## config.mk

```make
export PLATFORM = sky130hd
export DESIGN_NAME = cla_adder_seq
export DESIGN_NICKNAME = d
export VERILOG_FILES = /design/src/rtl/cla_adder_seq.sv
export SDC_FILE = /design/constraint.sdc
export NUM_CORES = 1
export LEC_CHECK = 0
export BUFFER_PORTS_ARGS = -buffer_cell sky130_fd_sc_hd__buf_2
export CORE_ASPECT_RATIO = 1.5
export CORE_MARGIN = 3
export CORE_UTILIZATION = 25
export CTS_CLUSTER_SIZE = 24
export DETAILED_ROUTE_END_ITERATION = 10
export REMOVE_ABC_BUFFERS = 1
export SYNTH_ARGS = -nofsm -noshare
export SYNTH_HDL_FRONTEND = slang
export SYNTH_SLANG_ARGS = --single-unit
export TNS_END_PERCENT = 50
```

## constraint.sdc

```tcl
create_clock -name clk -period 2.55 [get_ports clk]
set_clock_uncertainty 0.15 [all_clocks]
set_input_delay 0.765 -clock clk [delete_from_list [all_inputs] [get_ports clk]]
set_output_delay 0.765 -clock clk [all_outputs]
set_load 0.01 [all_outputs]
```

## src/rtl/cla_adder_seq.sv

```systemverilog
// Multi-cycle carry-lookahead adder/subtractor: one GROUP-bit lookahead block per clock, LSB group first.
// Optional CLA_FLAGS_EN adds registered overflow/zero flags.

module cla_group #(
  parameter int GROUP = 4
) (
  input  logic [GROUP-1:0] a,
  input  logic [GROUP-1:0] b,
  input  logic             ci,
  output logic [GROUP-1:0] s,
  output logic [GROUP:0]   c
);
  logic [GROUP-1:0] g, p;

  assign g = a & b;
  assign p = a | b;

  // Sum-of-products carry: c[n] = OR_j (g[j] & p[j+1..n-1]) | (p[0..n-1] & ci).
  function automatic logic la_carry(input int n, input logic [GROUP-1:0] gg,
                                    input logic [GROUP-1:0] pp, input logic c0);
    logic r, t;
    r = c0;
    for (int k = 0; k < n; k++) r = r & pp[k];
    for (int j = 0; j < n; j++) begin
      t = gg[j];
      for (int k = j + 1; k < n; k++) t = t & pp[k];
      r = r | t;
    end
    return r;
  endfunction

  assign c[0] = ci;
  for (genvar i = 0; i < GROUP; i++) begin : g_carry
    assign c[i+1] = la_carry(i + 1, g, p, ci);
  end

  assign s = a ^ b ^ c[GROUP-1:0];
endmodule

module cla_adder_seq #(
  parameter int WIDTH = 8,
  parameter int GROUP = 4
) (
  input  logic             clk,
  input  logic             reset,
  input  logic             en,
  input  logic             sub,
  input  logic             c_in,
  input  logic [WIDTH-1:0] A,
  input  logic [WIDTH-1:0] B,
  output logic [WIDTH-1:0] Output,
  output logic             c_out,
  output logic             ready,
  output logic             busy
`ifdef CLA_FLAGS_EN
  ,
  output logic             overflow,
  output logic             zero
`endif
);
  localparam int NG = WIDTH / GROUP;
  localparam int CW = (NG > 1) ? $clog2(NG) : 1;
  localparam logic [CW-1:0] LAST = CW'(NG - 1);

  typedef enum logic [1:0] {IDLE, RUN, DONE} state_t;

  state_t           state, state_nx;
  logic [CW-1:0]    cnt;
  logic             cy;
  logic [WIDTH-1:0] a_q, b_q, acc, acc_nx;
  logic [GROUP-1:0] a_g, b_g, s_g;
  logic [GROUP:0]   c_g;
  logic             accept, last;

  assign accept = en && (state == IDLE || state == DONE);
  assign last   = (state == RUN) && (cnt == LAST);
  assign busy   = (state == RUN);
  assign ready  = (state == DONE);

  assign a_g = a_q[cnt*GROUP +: GROUP];
  assign b_g = b_q[cnt*GROUP +: GROUP];

  cla_group #(.GROUP(GROUP)) u_grp (
    .a  (a_g),
    .b  (b_g),
    .ci (cy),
    .s  (s_g),
    .c  (c_g)
  );

  always_comb begin
    acc_nx = acc;
    acc_nx[cnt*GROUP +: GROUP] = s_g;
  end

  always_ff @(posedge clk) begin
    if (reset) state <= IDLE;
    else       state <= state_nx;
  end

  always_comb begin
    state_nx = state;
    case (state)
      IDLE:    if (en) state_nx = RUN;
      RUN:     if (cnt == LAST) state_nx = DONE;
      DONE:    if (en) state_nx = RUN;
      default: state_nx = IDLE;
    endcase
  end

  always_ff @(posedge clk) begin
    if (reset) begin
      a_q    <= '0;
      b_q    <= '0;
      acc    <= '0;
      cnt    <= '0;
      cy     <= 1'b0;
      Output <= '0;
      c_out  <= 1'b0;
`ifdef CLA_FLAGS_EN
      overflow <= 1'b0;
      zero     <= 1'b0;
`endif
    end else if (accept) begin
      // Subtract is A + ~B + 1, so the inversion and forced carry happen at capture.
      a_q <= A;
      b_q <= sub ? ~B : B;
      cy  <= sub | c_in;
      cnt <= '0;
    end else if (state == RUN) begin
      acc <= acc_nx;
      cy  <= c_g[GROUP];
      cnt <= cnt + CW'(1);
      if (last) begin
        Output <= acc_nx;
        c_out  <= c_g[GROUP];
`ifdef CLA_FLAGS_EN
        overflow <= c_g[GROUP-1] ^ c_g[GROUP];
        zero     <= (acc_nx == '0);
`endif
      end
    end
  end
endmodule

```

==> impl_metrics.json <==
{
  "status": "completed",
  "coreArea_um2": 6220,
  "rsz0062_at_grt": "no",
  "slew_viol_final": 0,
  "rows": 35,
  "combinationalPowerShare_pct": 15.9,
  "cts_tree": "built",
  "crit_type": "reg2reg",
  "antenna_left": 0,
  "clk_pin_slew_ns": 0.06,
  "wire_per_inst_um": 11.7,
  "async_flop_share_pct": 0,
  "layout-drive-gt1-share_pct": 20.4,
  "clk_latency_ns": 0.28,
  "yosysTopAreaCell": "dfxtp_1",
  "ys_warn_count": 0,
  "gp_congestion": 0.732,
  "yosysSeqAreaShare_pct": 40.5,
  "nFillCells": 699,
  "placed_cells": 288,
  "grt_pass1_wl_um": 6000,
  "max_stage_delay_ns": 0.52,
  "grt_max_degree": 27,
  "crit_path_top_delay_cell": "or4b_1",
  "synthDominantCellAreaShare_pct": 40.5,
  "fin_crit_ns": 2.22,
  "cts_root_buf": "clkbuf_8",
  "ir_drop_mv": 0.252,
  "area_growth_pct": 18.5,
  "grt_usage_pct": 9.95,
  "ff2ff_setup_slack_ns": 0.33,
  "nets": 251,
  "grt_pass1_vias": 1309,
  "h-tree-depth": 2,
  "numCtsBuffers": 5,
  "avgSynthCellArea_um2": 8.50,
  "cts_sinks": 33,
  "antenna_found_initial": 0,
  "clockBufferDepth": 2,
  "cp.required_ns": 2.63,
  "vias": 1346,
  "worst_pin_slew_ns": 0.434,
  "setup_viol": 0,
  "synth_flop_cell": "dfxtp_1",
  "die_y_um": 105,
  "hold_violations": 0,
  "finalPower_mw": 1.14,
  "portBuffers": 31,
  "die-area_um2": 7560,
  "finalNonFillerCells": 295,
  "min_path_type": "reg2reg",
  "synth_edf_count": 0,
  "netSwitchingPower_mw": 0.298,
  "fin_setup_tns_ns": 0,
  "maxSlewHeadroom_pct": 71.0,
  "path_cells": "mux2i_1 > inv_1 > ha_1 > nor2_1 > a21oi_1 > or4b_1 > nand3_1",
  "synth_area_um2": 1630,
  "p_int_mw": 0.843,
  "p_clk_share_pct": 34.2,
  "ys_types": 33,
  "drc_errors": 0,
  "start_kind": "register",
  "synth_area_leaders": "dfxtp_1, nand2_1, ha_1",
  "ys_ff_latch": 33,
  "viasPerCell": 4.56,
  "seqPwrFrac_pct": 49.9,
  "drt_iter0_drc": 58,
  "io_pins": 32,
  "antennaDiodeCount": 0,
  "drv_cap": 0,
  "firstDrtPassIters": 4,
  "worstSetupEndpointType": "register",
  "p_per_area_nw_per_um2": 590,
  "pre_cts_slack_ns": 0.131,
  "postSynthCellCount": 192,
  "crit_arrival_ns": 2.29,
  "clock.fmax_ghz": 0.451,
  "final_util_pct": 31.1,
  "worst_slack_ns": 0.332,
  "start_util_pct": 26.3,
  "grt_overflow": 0,
  "place.detailed.hpwl_um": 2680,
  "p_leak_nw": 0.833,
  "switching_share_pct": 26.2,
  "fin_crit_sh_pct": 87.0,
  "drt-total-wl_um": 3450,
  "die_w_um": 72.0,
  "crit_fanout": 12
}
==> sequential cells by signal (all words and copies together) (netlist names) <==
name,flops
state,2
Output,8
b_q,8
cy,1
acc,4
cnt,1
a_q,8
c_out,1
==> power groups by stage <==
stage | combinational (mW) | sequential (mW) | clock [mW]
after global routing | 0.208 | 0.574 | 0.425
after floorplan | 0.120 | 0.576 | 0
after CTS | 0.185 | 0.569 | 0.404
final | 0.182 | 0.569 | 0.390
after global placement | 0.179 | 0.580 | 0
after detailed placement | 0.185 | 0.581 | 0
==> per-stage QoR <==
step / hold slack (ns) / cell area (um2)
finish: 0.301 / 1930
global route: 0.314 / 1930
CTS: 0.306 / 1930
detailed placement: 0.297 / 1850
global placement: 0.292 / 1850
floorplan: 0.275 / 1570
==> cells in the mapped netlist (2+ instances only) <==
cell / count
clkbuf_1: 4
nand2b_1: 4
mux2i_1: 10
buf_1: 2
or3b_2: 2
a21oi_1: 18
inv_1: 10
nor2b_1: 3
nand2_1: 30
xnor2_1: 9
a211oi_1: 10
a31oi_1: 2
nand3_1: 4
dfxtp_1: 33
nor3_1: 4
nor2_1: 17
buf_2: 6
nor4b_1: 2
ha_1: 8
==> cells by family (layout without fill, tap and decap cells) <==
family	after synthesis	in the layout	share of synthesized area [%]
adder cells (fa/ha/maj)	9	9	7.36
multiplexers	10	10	6.13
buffers and inverters	23	52	6.21
XOR/XNOR	9	9	4.83
flip-flops	33	33	40.5
AO/OA/AOI/OAI	37	37	14.6
AND/OR/NAND/NOR	71	71	20.5
==> placed cells by master (no fill, tap or decap), drive strengths merged <==
master / instances
buf: 35
dfxtp: 33
nand2: 30
a21oi: 18
nor2: 17
a211oi: 11
inv: 10
mux2i: 10
xnor2: 9
ha: 8
clkbuf: 7
nand2b: 4
nand3: 4
nor3: 4
nor2b: 3
or3b: 3
nor4b: 2
a31oi: 2
a311o: 1
nand3b: 1
or4b: 1
and2: 1
o21a: 1
o21bai: 1
or3: 1
o2111ai: 1
o21ai: 1
o311ai: 1
fa: 1
==> layout make-up <==
type,instances,area [um2],share of cell area (%)
repair buffers,35,185,9.57
flip-flops and latches,33,662,34.2
multi-input cells,136,871,45.0
well taps,74,92.6,4.79
clock buffers,7,86.3,4.46
inverters,10,37.5,1.94
==> metal layers <==
metal	GRT usage, %	share of wire (%)
met5	0	0
met4	4.57	2.1
met3	2.98	4.5
met2	17.5	52
met1	10.6	41
==> critical path: cells and delay by family, from the launching register on <==
| kind | cells | cell delay [ns] |
|---|---|---|
| AO/OA/AOI/OAI | 1 | 0.14 |
| adder cells (fa/ha/maj) | 1 | 0.20 |
| buffers and inverters | 1 | 0.11 |
| flip-flops | 1 | 0.51 |
| multiplexers | 1 | 0.29 |
| AND/OR/NAND/NOR | 3 | 0.76 |
==> final timing paths <==
kind | from | endpoint | cells after the start
worst min register to register | Output[1] | Output[1] | 2
worst max-delay path | cnt | Output[6] | 7
worst max register to register | cnt | Output[6] | 7
worst min-delay path | Output[1] | Output[1] | 2
==> timing repair <==
| item | in CTS | in global routing |
|---|---|---|
| endpoints found under the setup margin | 0 | 1 |
| buffers inserted | 0 | 0 |
| hold buffers | 0 | 0 |
| gates resized for setup | 0 | 1 |
Note: power is estimated with default switching activity, not from simulation.
